### config.mk
export PLATFORM = sky130hd
export DESIGN_NAME = pixel_pack
export DESIGN_NICKNAME = d
export VERILOG_FILES = /design/src/rtl/edge_pkg.sv /design/src/rtl/pack_out_reg.sv /design/src/rtl/pixel_pack.sv
export SDC_FILE = /design/constraint.sdc
export NUM_CORES = 1
export LEC_CHECK = 0
export CORE_ASPECT_RATIO = 0.5
export CORE_MARGIN = 2
export CORE_UTILIZATION = 55
export DETAILED_ROUTE_END_ITERATION = 10
export GPL_TIMING_DRIVEN = 1
export PLACE_DENSITY = 0.83
export SLEW_MARGIN = 15
export SYNTH_ARGS = -nofsm -noshare
export SYNTH_HDL_FRONTEND = slang
export SYNTH_HIERARCHICAL = 1
export SYNTH_SLANG_ARGS = --single-unit
### constraint.sdc
create_clock -name clk -period 4.6 [get_ports clk]
set_clock_uncertainty 0.2 [all_clocks]
set_input_delay 0.46 -clock clk [delete_from_list [all_inputs] [get_ports clk]]
set_output_delay 0.46 -clock clk [all_outputs]
set_load 0.05 [all_outputs]
### src/rtl/edge_pkg.sv
// Shared widths and lane-count type for the edge-detector pixel packing path.
package edge_pkg;

    localparam int unsigned PIX_W   = 8;
    localparam int unsigned WORD_W  = 32;
    localparam int unsigned LANES   = 4;
    localparam int unsigned ACC_W   = WORD_W - PIX_W;
    localparam int unsigned BYTES_W = 3;

    typedef logic [1:0] lane_cnt_t;

endpackage

### src/rtl/pack_out_reg.sv
// Single-entry output register with valid/ready hold; reloads in the same cycle it drains.
module pack_out_reg
    import edge_pkg::*;
(
    input  logic               clk,
    input  logic               rst_n,
    input  logic               load,
    input  logic [WORD_W-1:0]  load_data,
    input  logic [BYTES_W-1:0] load_bytes,
    input  logic               word_ready,
    output logic               word_valid,
    output logic [WORD_W-1:0]  word_data,
    output logic [BYTES_W-1:0] word_bytes,
    output logic               out_free
);

    logic               valid_q, valid_d;
    logic [WORD_W-1:0]  data_q, data_d;
    logic [BYTES_W-1:0] bytes_q, bytes_d;

    always_comb begin
        valid_d = valid_q;
        data_d  = data_q;
        bytes_d = bytes_q;
        if (load) begin
            valid_d = 1'b1;
            data_d  = load_data;
            bytes_d = load_bytes;
        end else if (word_ready) begin
            valid_d = 1'b0;
        end
    end

    always_ff @(posedge clk) begin
        if (!rst_n) begin
            valid_q <= 1'b0;
            data_q  <= '0;
            bytes_q <= '0;
        end else begin
            valid_q <= valid_d;
            data_q  <= data_d;
            bytes_q <= bytes_d;
        end
    end

    assign out_free   = !valid_q || word_ready;
    assign word_valid = valid_q;
    assign word_data  = data_q;
    assign word_bytes = bytes_q;

endmodule

### src/rtl/pixel_pack.sv
// Packs 8-bit pixels LSB-first into 32-bit words; partial-word flush
// is available when PIXEL_PACK_FLUSH_EN is defined.
module pixel_pack
    import edge_pkg::*;
(
    input  logic               clk,
    input  logic               rst_n,
    input  logic               pix_valid,
    input  logic [PIX_W-1:0]   pix_data,
    output logic               pix_ready,
`ifdef PIXEL_PACK_FLUSH_EN
    input  logic               flush,
`endif
    output logic               word_valid,
    output logic [WORD_W-1:0]  word_data,
    output logic [BYTES_W-1:0] word_bytes,
    input  logic               word_ready
);

    lane_cnt_t          cnt_q, cnt_d;
    logic [ACC_W-1:0]   acc_q, acc_d;
    logic               pend_q, pend_d;
    logic               flush_req;
    logic               out_free;
    logic               xfer;
    logic               load;
    logic [WORD_W-1:0]  load_data;
    logic [BYTES_W-1:0] load_bytes;
    logic [WORD_W-1:0]  merged;
    logic [2:0]         n_lanes;

`ifdef PIXEL_PACK_FLUSH_EN
    assign flush_req = flush || pend_q;
`else
    assign flush_req = 1'b0;
`endif

    assign pix_ready = rst_n && !(((cnt_q == 2'd3) && !out_free) || pend_q);
    assign xfer      = pix_valid && pix_ready;

    // Accumulator with the current pixel already dropped into its lane
    always_comb begin
        merged  = {{PIX_W{1'b0}}, acc_q};
        if (xfer)
            merged = merged | ({{(WORD_W-PIX_W){1'b0}}, pix_data} << {cnt_q, 3'b000});
        n_lanes = {1'b0, cnt_q} + {2'b00, xfer};
    end

    always_comb begin
        cnt_d      = cnt_q;
        acc_d      = acc_q;
        pend_d     = pend_q;
        load       = 1'b0;
        load_data  = merged;
        load_bytes = n_lanes;
        if (n_lanes == 3'd4) begin
            load   = 1'b1;
            cnt_d  = '0;
            acc_d  = '0;
            pend_d = 1'b0;
        end else if (flush_req && (n_lanes != 3'd0)) begin
            // Blocked output: park the partial word and stall input until it frees
            if (out_free) begin
                load   = 1'b1;
                cnt_d  = '0;
                acc_d  = '0;
                pend_d = 1'b0;
            end else begin
                cnt_d  = n_lanes[1:0];
                acc_d  = merged[ACC_W-1:0];
                pend_d = 1'b1;
            end
        end else begin
            cnt_d = n_lanes[1:0];
            acc_d = merged[ACC_W-1:0];
        end
    end

    always_ff @(posedge clk) begin
        if (!rst_n) begin
            cnt_q  <= '0;
            acc_q  <= '0;
            pend_q <= 1'b0;
        end else begin
            cnt_q  <= cnt_d;
            acc_q  <= acc_d;
            pend_q <= pend_d;
        end
    end

    pack_out_reg u_out_reg (
        .clk        (clk),
        .rst_n      (rst_n),
        .load       (load),
        .load_data  (load_data),
        .load_bytes (load_bytes),
        .word_ready (word_ready),
        .word_valid (word_valid),
        .word_data  (word_data),
        .word_bytes (word_bytes),
        .out_free   (out_free)
    );

endmodule
# Word-level counts from Yosys, hierarchy flattened
# Index checks and enable logic that the tools add are counted.
# op_classes
n_addsub	1
n_eq_ne	2
n_shift	1
mux	4
bitwise_logic	2
n_reduce_logical	9
# ops
cell	count
$mux 32	1
$or 24x32->32	1
$shl 8x5->32	1
$add 2x1->3	1
$eq 3x3->1 const B	1
$logic_and 1x1->1	3
$logic_not 1->1	3
$mux 1	3
$eq 2x2->1 const B	1
$reduce_bool 2->1	1
$reduce_or 2->1	1
$logic_or 1x1->1	1
$not 1->1	1
# totals
register_bits	62
inputBits	12
out_inout_bits	37
word_cells	24

# Depth between registers and ports, before layout
# Gate-level depths: netlist (run 1).
# depth
depth_word	11
depth_mapped	10
mapped_depth_nobuf	7

# Hierarchy
# The synthesis (run 1) kept the hierarchy.
# modules_own_cells
module	n_inst	cells_each	area_each_um2	seq_area_each_um2
pack_out_reg	1	116	1390.1	720.7
pixel_pack	1	160	1270.0	520.5

# Worst setup path before layout (run 1)
# OpenSTA, ideal clock, no wires.
# synth_path
path_type	flip-flop to flip-flop
from	register u_out_reg.valid_q, in the netlist u_out_reg/word_valid
to	register u_out_reg.bytes_q[1], in the netlist u_out_reg/word_bytes[1]
setup_ns	0.117
arrival_time_ns	2.649
required_ns	4.283
setup_slack_ns	1.633
stages_incl_launch_ff	11
path_buffers	3
period_less_slack_ns	2.967
path_cell_list	dfxtp_1 -> nand2b_1 -> o211a_1 -> ha_1 -> ha_1 -> nor3b_2 -> buf_2 -> buf_6 -> buf_12 -> mux2i_1 -> nor2b_1
# synth_between
elab_chain_cells	10
# synth_lines
item	line_no	source
start, declared	pack_out_reg.sv:17	logic valid_q, valid_d;
start signal, assigned	pack_out_reg.sv:40	valid_q <= valid_d;
$logic_not 1->1	pack_out_reg.sv:46	assign out_free = !valid_q || word_ready;
$logic_or 1x1->1	pack_out_reg.sv:46	
named net out_free	pixel_pack.sv:24	logic out_free;
$logic_not 1->1	pixel_pack.sv:38	assign pix_ready = rst_n && !(((cnt_q == 2'd3) && !out_free) || pend_q);
$logic_and 1x1->1	pixel_pack.sv:38	
$logic_not 1->1	pixel_pack.sv:38	
$logic_and 1x1->1	pixel_pack.sv:38	
$logic_and 1x1->1	pixel_pack.sv:39	assign xfer = pix_valid && pix_ready;
$add 2x1->3	pixel_pack.sv:46	n_lanes = {1'b0, cnt_q} + {2'b00, xfer};
named net load_bytes[1]	pixel_pack.sv:28	logic [BYTES_W-1:0] load_bytes;
$eq 3x3->1	pixel_pack.sv:56	if (n_lanes == 3'd4) begin
$mux 1	pixel_pack.sv:56	
named net load	pixel_pack.sv:26	logic load;
end signal, assigned	pack_out_reg.sv:42	bytes_q <= bytes_d;
end, declared	pack_out_reg.sv:19	logic [BYTES_W-1:0] bytes_q, bytes_d;
# The timed path passes the listed nets, and every way through them passes these cells.
# A chain may end at the register's enable or synchronous reset.

# Worst setup path after layout (run 1)
# layout_path
from	input rst_n
to	register u_out_reg.data_q[23], in the netlist u_out_reg/word_data[23]
# layout_between
elab_chain_cells	5
elab_cells_between_ends	6
classes_between	1 x add/sub; 1 x eq/ne; 2 x mux; 2 x reduce/logical
# layout_lines
item	line_no	source
start, declared	pixel_pack.sv:7	input logic rst_n,
$logic_and 1x1->1	pixel_pack.sv:38	
$logic_and 1x1->1	pixel_pack.sv:39	
$add 2x1->3	pixel_pack.sv:46	
named net load_bytes[1]	pixel_pack.sv:28	
$eq 3x3->1	pixel_pack.sv:56	
$mux 1	pixel_pack.sv:56	
end signal, assigned	pack_out_reg.sv:41	data_q <= data_d;
end, declared	pack_out_reg.sv:18	logic [WORD_W-1:0] data_q, data_d;
# The timed path passes the listed nets, and every way through them passes these cells.

==> results of run 1 <==
-- layer usage --
| layer | share of wire, % | track usage, % | up-vias |
|---|---|---|---|
| met2 | 44 | 35.42 | 81 |
| met1 | 49 | 33.22 | 1000 |
| li1 | - | - | 1035 |
| met5 | 0 | 0 | - |
| met4 | 1.1 | 8.222 | 0 |
| met3 | 6.6 | 7.662 | 7 |
-- cells by family (layout without fill, tap and decap cells) --
| kind of cell | count (synthesis) | after routing | share of synthesized area (%) |
|---|---|---|---|
| AND/OR/NAND/NOR | 52 | 52 | 12.37 |
| flip-flops | 62 | 62 | 46.66 |
| multiplexers | 35 | 35 | 13.17 |
| adder cells (fa/ha/maj) | 2 | 2 | 0.9406 |
| buffers and inverters | 50 | 101 | 9.736 |
| AO/OA/AOI/OAI | 75 | 75 | 17.12 |
-- worst max path at each step --
stage | start | to | slack (ns)
detailed placement | rst_n | u_out_reg/word_data[21] | 1.36
global placement | rst_n | u_out_reg/word_data[31] | 1.46
global route | rst_n | u_out_reg/word_data[15] | 1.57
floorplan | u_out_reg/word_valid | u_out_reg/word_bytes[1] | 1.63
finish | rst_n | u_out_reg/word_data[23] | 1.66
CTS | rst_n | u_out_reg/word_data[23] | 1.72
-- worst reg2reg max path, cell delays in order, from the launching register on --
cell and delay [ns]:
sky130_fd_sc_hd__dfxtp_1 0.43, sky130_fd_sc_hd__nand2_1 0.10, sky130_fd_sc_hd__o211a_1 0.22, sky130_fd_sc_hd__ha_1 0.18
sky130_fd_sc_hd__ha_1 0.33, sky130_fd_sc_hd__nor3b_4 0.38, sky130_fd_sc_hd__buf_12 0.35, sky130_fd_sc_hd__mux2i_1 0.32
sky130_fd_sc_hd__nor2b_1 0.07
-- layout by cell type, fill, tap and decap left out, types with 2 or more instances in the layout --
master,instances
sky130_fd_sc_hd__mux2i_1,35
sky130_fd_sc_hd__nand4b_1,2
sky130_fd_sc_hd__clkinv_2,3
sky130_fd_sc_hd__clkdlybuf4s50_1,48
sky130_fd_sc_hd__inv_1,33
sky130_fd_sc_hd__dfxtp_1,62
sky130_fd_sc_hd__a211oi_2,2
sky130_fd_sc_hd__buf_4,2
sky130_fd_sc_hd__nor2b_1,35
sky130_fd_sc_hd__clkbuf_8,10
sky130_fd_sc_hd__and2_1,2
sky130_fd_sc_hd__o21ai_0,47
sky130_fd_sc_hd__nor3_1,8
sky130_fd_sc_hd__ha_1,2
sky130_fd_sc_hd__a211oi_1,22
-- power by group --
group          total (W)  internal, W  switching, W
logic          0.0000627    0.0000259     0.0000368
clock network   0.000476     0.000263      0.000214
registers       0.000546     0.000542    0.00000369
-- per-stage QoR --
step                      area (µm²)  util, %
after floorplan                 2660        -
after global placement          3133    69.15
after detailed placement        3133    69.15
after CTS                       3332    73.54
after global routing            3332    73.54
final                           3332    73.54
-- state kept, by name (all words and copies together) (netlist names) --
| register | count |
|---|---|
| u_out_reg/word_valid | 1 |
| u_out_reg/word_bytes | 3 |
| u_out_reg/word_data | 32 |
| cnt_q | 2 |
| acc_q | 24 |
-- cells in the mapped netlist --
cell / n / share of area (%)
sky130_fd_sc_hd__nand4bb_1: 1 / 0.42
sky130_fd_sc_hd__nand2_1: 1 / 0.14
sky130_fd_sc_hd__a211oi_1: 22 / 6.2
sky130_fd_sc_hd__buf_2: 5 / 0.94
sky130_fd_sc_hd__clkbuf_1: 5 / 0.71
sky130_fd_sc_hd__a21boi_0: 1 / 0.28
sky130_fd_sc_hd__nor3_1: 8 / 1.5
sky130_fd_sc_hd__nand2b_1: 1 / 0.24
sky130_fd_sc_hd__buf_6: 2 / 0.85
sky130_fd_sc_hd__mux2i_1: 35 / 13
sky130_fd_sc_hd__buf_12: 3 / 2.3
sky130_fd_sc_hd__a211oi_2: 2 / 0.94
sky130_fd_sc_hd__dfxtp_1: 62 / 47
sky130_fd_sc_hd__clkbuf_2: 1 / 0.19
sky130_fd_sc_hd__nand4b_1: 2 / 0.66
sky130_fd_sc_hd__o211a_1: 1 / 0.38
sky130_fd_sc_hd__o21ai_0: 47 / 8.8
sky130_fd_sc_hd__clkinv_1: 1 / 0.14
sky130_fd_sc_hd__ha_1: 2 / 0.94
sky130_fd_sc_hd__o21a_1: 1 / 0.28
sky130_fd_sc_hd__nand4_1: 1 / 0.24
sky130_fd_sc_hd__nor3b_2: 1 / 0.47
sky130_fd_sc_hd__nor2b_1: 35 / 8.2
sky130_fd_sc_hd__inv_1: 33 / 4.7
sky130_fd_sc_hd__and2_1: 2 / 0.47
sky130_fd_sc_hd__o21ai_1: 1 / 0.19
-- layout make-up --
type | count | area (µm²) | share of cell area, %
Clock buffer | 10 | 137.6 | 4.131
Timing Repair Buffer | 51 | 515.5 | 15.47
Clock inverter | 6 | 61.31 | 1.840
Multi-Input combinational cell | 164 | 1166 | 35.00
Sequential cell | 62 | 1241 | 37.25
Inverter | 34 | 127.6 | 3.830
Tap cell | 66 | 82.58 | 2.478
==> flow_metrics.tcl, run 1 <==
set metrics [dict create \
    run_status "completed" \
    vias 2123 \
    worst-setup-path-type "input port to flop" \
    hold_vio_cnt_final 0 \
    crit_arrival_ns 2.96 \
    worst-slew-pin-transition_ns 0.6848 \
    cts.htree.levels 3 \
    grt_first_pass_wirelength_um 9694 \
    grt_start_max_net_pins 57 \
    kind_of_start_point_of_the_critical_path "input port" \
    worst_hold_slack_ns 0.2702 \
    timing.final.max_slew_violations 0 \
    finalCritPeriodShare_pct 63.85 \
    ir_worst_vdd_v 0.0002695 \
    clk_root_buffer_cell "sky130_fd_sc_hd__clkbuf_8" \
    dp_hpwl_um 3943 \
    clock_tree_from_tritoncts "yes" \
    path_max_fanout 56 \
    drt-total-wl_um 5836 \
    cell_total_after_placement 377 \
    num_antenna_cells 0 \
    clkLatencyLatePin_ns 0.34 \
    syn-num-nets 290 \
    stdcell_count 393 \
    drt_iter0_drc 122 \
    critPathBufInv 3 \
    post_cts_buffers 0 \
    cell_by_cell_listing_of_the_critical_path "clkdlybuf4s50_1 -> buf_4 -> o211a_1 -> ha_1 -> ha_1 -> nor3b_4 -> buf_12 -> mux2i_1 -> nor2b_1" \
    gp_congestion 0.8299 \
    min_path_cells 2 \
    drt-wirelength-per-cell_um 14.85 \
    synth_area_mm2 0.002660 \
    ff2ff_setup_slack_ns 1.91 \
    grt.total_usage_pct 24.03 \
    timing.final.ws_setup_ns 1.663 \
    synth.yosys.warnings 6 \
    core_mm2 0.004531 \
    io_buffers 48 \
    drive_gt1_share_pct 6.728 \
    die_w_um 102.4 \
    fin_nets 336 \
    hold-path-endpoint "acc_q[4]" \
    critical_path.reg2reg.endpoint "u_out_reg/word_data[23]" \
    drv_cap 0 \
    cts-resized-gates 0 \
    clock_sink_count 62 \
    worst_path_dominant_cell_family "buffers and inverters" \
    num_rows 17 \
    post_synth.cell_area_avg_um2 9.638 \
    min_from "acc_q[4]" \
    critPathCaptureType "flop" \
    grt_overflow_total 0 \
    die_h_um 53.18 \
    peak_freq_mhz 340.5 \
    setup_tns_ns 0 \
    clk_pin_slew_ns 0.06 \
    power.density_mw_per_mm2 325.6 \
    vias_per_cell 5.402 \
    crit-reg2reg-launch "cnt_q[0]" \
    place_worst_setup_slack_ns 1.362 \
    detail_route.first_pass.iterations 5 \
    final.min_clock_period_ns 2.937 \
    unique_cell_type_count_in_the_yosys_netlist 26 \
    cts_inserted_buffers 9 \
    critical_path.max_stage_delay_ns 0.47 \
    vias_in_the_first_global_route 1944 \
    min_path_type "flop to flop" \
    ys_seq_elements 62 \
    holdBufCountCts 0 \
    setup_viol 0 \
    synth_sequential_area_ratio_pct 46.66 \
    ios 49 \
    final_antenna_net_count 0 \
    worst-endpoint-required_ns 4.63 \
    reg2reg_depth 8 \
    timing.critical_path.depth 9 \
    crit_top_cell "sky130_fd_sc_hd__ha_1" \
    rsz0062_at_grt "no" \
    design.die.area_mm2 0.005442 \
    totalPowerFinal_w 0.001085 \
    grt_antenna_before_repair 0 \
    drc 0 \
    p_leak_nw 1.071 \
    clock_tree_buffer_depth 2 \
    worst_slew_margin_rel_pct 54.11 \
    filler_cell_count 339 \
    initial_core_util_pct 58.71 \
    netlist_instances 276 \
    cpMaxStageDelayCell "sky130_fd_sc_hd__clkdlybuf4s50_1" \
    area_grow_syn2layout_pct 25.26 \
]
Note: power is estimated with default switching activity, not from simulation.
==> inputs of run 2 (changes only) <==
--- a/config.mk
+++ b/config.mk
@@ -7,10 +7,10 @@
 export LEC_CHECK = 0
 export CORE_ASPECT_RATIO = 0.5
 export CORE_MARGIN = 2
-export CORE_UTILIZATION = 55
+export CORE_UTILIZATION = 47
 export DETAILED_ROUTE_END_ITERATION = 10
 export GPL_TIMING_DRIVEN = 1
-export PLACE_DENSITY = 0.83
+export PLACE_DENSITY = 0.76
 export SLEW_MARGIN = 15
 export SYNTH_ARGS = -nofsm -noshare
 export SYNTH_HDL_FRONTEND = slang
==> constraint.sdc (replaced) <==
create_clock -name clk -period 2.7 [get_ports clk]
set_clock_uncertainty 0.2 [all_clocks]
set_input_delay 0.27 -clock clk [delete_from_list [all_inputs] [get_ports clk]]
set_output_delay 0.27 -clock clk [all_outputs]
set_load 0.05 [all_outputs]
==> run 2 against run 1 <==
Worst setup slack got worse by 1.4 ns. Power grew 110%. Wire length rose by 4.2%. Critical endpoint is now u_out_reg/word_data[25]. Sequential share of layout area decreased by 2.1 points. Critical path depth down 1. Count of clock-buffer cells in the layout is 3 higher.
==> flow_metrics.tcl, run 2 (synthesized netlist as in run 1, its figures left out) <==
set metrics [dict create \
    grt.total_usage_pct 21.12 \
    num_rows 19 \
    fin_nets 342 \
    kind_of_start_point_of_the_critical_path "flop" \
    drt_iter0_drc 120 \
    run_status "completed" \
    drive_gt1_share_pct 9.009 \
    grt_overflow_total 0 \
    rsz0062_at_grt "no" \
    final.min_clock_period_ns 2.415 \
    setup_viol 0 \
    vias_in_the_first_global_route 1982 \
    grt_first_pass_wirelength_um 9915 \
    dp_hpwl_um 4058 \
    pwr-share-seq_pct 41.5 \
    power_switching_w 0.0004596 \
    clk_root_buffer_cell "sky130_fd_sc_hd__clkbuf_16" \
    cts-resized-gates 0 \
    worst_slew_margin_rel_pct 65.71 \
    critical_path.max_stage_delay_ns 0.42 \
    post_cts_buffers 0 \
    power.density_mw_per_mm2 635.6 \
    min_path_type "flop to flop" \
    crit_arrival_ns 2.43 \
    area_grow_syn2layout_pct 32.74 \
    mostFrequentLayoutCells "61 x sky130_fd_sc_hd__dfxtp_1, 47 x sky130_fd_sc_hd__o21ai_0, 47 x sky130_fd_sc_hd__clkdlybuf4s50_1" \
    clock_tree_buffer_depth 2 \
    drv_cap 0 \
    cts.htree.levels 3 \
    drt-total-wl_um 6079 \
    worst-slew-pin-transition_ns 0.5127 \
    crit_top_cell "sky130_fd_sc_hd__ha_1" \
    clock_tree_from_tritoncts "yes" \
    place_worst_setup_slack_ns -0.02585 \
    mostFrequentLayoutCell "sky130_fd_sc_hd__dfxtp_1" \
    vias_per_cell 5.187 \
    timing.final.max_slew_violations 0 \
    share_clk_of_total_power_pct 53.5 \
    utilization_pct 64.58 \
    comb_power_share_pct 5.0 \
    holdBufCountCts 0 \
    final_antenna_net_count 0 \
    path_max_fanout 29 \
    p_leak_nw 1.167 \
    ios 49 \
    finalCritPeriodShare_pct 89.44 \
    drt-wirelength-per-cell_um 14.97 \
    die_w_um 110.4 \
    cpMaxStageDelayCell "sky130_fd_sc_hd__dfxtp_1" \
    io_buffers 48 \
    peak_freq_mhz 414.1 \
    worst-endpoint-required_ns 2.72 \
    cts_inserted_buffers 9 \
    die_h_um 57.20 \
    clk_pin_slew_ns 0.05 \
    worst_hold_slack_ns 0.2734 \
    design.die.area_mm2 0.006314 \
    critPathBufInv 1 \
    sw_frac_of_total_pct 20.48 \
    ir_worst_vdd_v 0.0003366 \
    worst_path_dominant_cell_family "adder cells" \
    grt_antenna_before_repair 0 \
    core_mm2 0.005468 \
    detail_route.first_pass.iterations 4 \
    cellInternalPower_w 0.001785 \
    worst-setup-path-type "flop to flop" \
    gp_congestion 0.7782 \
    timing.final.ws_setup_ns 0.2850 \
    cell_by_cell_listing_of_the_critical_path "nand2_1 -> o211a_1 -> ha_1 -> ha_1 -> nor3b_4 -> buf_12 -> mux2i_1 -> nor2b_1" \
    vias 2106 \
    drc 0 \
    initial_core_util_pct 48.65 \
    largest_register_ffs 32 \
    clkLatencyLatePin_ns 0.33 \
    critPathCaptureType "flop" \
    num_antenna_cells 0 \
    setup_tns_ns 0 \
    hold_vio_cnt_final 0 \
    clock_sink_count 62 \
    grt_start_max_net_pins 68 \
]
[run 2: cell types whose count changed in the layout (fill, tap and decap cells not counted), sizes merged]
cell | previous run | this run
clkdlybuf4s50 | 48 | 47
buf | 3 | 10
clkinv | 5 | 3
clkinvlp | 1 | 0
clkbuf | 10 | 13
[run 2: power by group through the flow]
stage | sequential, W | combinational (W) | clock, W
2_1_floorplan | 0.000949 | 0.0000646 | 0
3_3_place_gp | 0.000950 | 0.000108 | 0
3_5_place_dp | 0.000950 | 0.000110 | 0
4_1_cts | 0.000932 | 0.000111 | 0.00121
5_1_grt | 0.000932 | 0.000122 | 0.00126
6_report | 0.000932 | 0.000112 | 0.00120
[run 2: cell type report]
class / count / area [µm²]
inverter: 34 / 127.6
timing repair buffer: 57 / 583.1
clock buffer: 13 / 280.3
multi-input combinational: 164 / 1166
fill: 436 / 1937
tap: 73 / 91.34
sequential: 62 / 1242
clock inverter: 3 / 40.04
[run 2: path summary, 6_finish.rpt]
| path | start | end | slack (ns) | cells past startpoint |
|---|---|---|---|---|
| hold reg to reg | acc_q[9] | acc_q[9] | 0.27 | 2 |
| setup reg to reg | cnt_q[0] | u_out_reg/word_data[25] | 0.28 | 8 |
| hold / removal | acc_q[9] | acc_q[9] | 0.27 | 2 |
| setup / recovery | cnt_q[0] | u_out_reg/word_data[25] | 0.28 | 8 |
[run 2: layer usage]
metal	global-route usage (%)	up-vias	share of wire, %
met5	0	-	0
met4	6.786	0	1.7
met3	8.343	10	6.9
met2	28.83	75	43
met1	30.41	975	48
li1	-	1046	-
[run 2: worst reg2reg max path, cell delays in order (launching register included)]
cell	delay (ns)
sky130_fd_sc_hd__dfxtp_1	0.42
sky130_fd_sc_hd__nand2_1	0.10
sky130_fd_sc_hd__o211a_1	0.23
sky130_fd_sc_hd__ha_1	0.18
sky130_fd_sc_hd__ha_1	0.32
sky130_fd_sc_hd__nor3b_4	0.31
sky130_fd_sc_hd__buf_12	0.25
sky130_fd_sc_hd__mux2i_1	0.22
sky130_fd_sc_hd__nor2b_1	0.07
[run 2: per-stage QoR]
stage | instance area (µm²) | std cells | total power, W
after floorplan | 2670 | 276 | 0.001014
after global placement | 3211 | 390 | 0.001058
after detailed placement | 3211 | 390 | 0.001060
after CTS | 3531 | 406 | 0.002257
after global routing | 3531 | 406 | 0.002317
final | 3531 | 406 | 0.002244
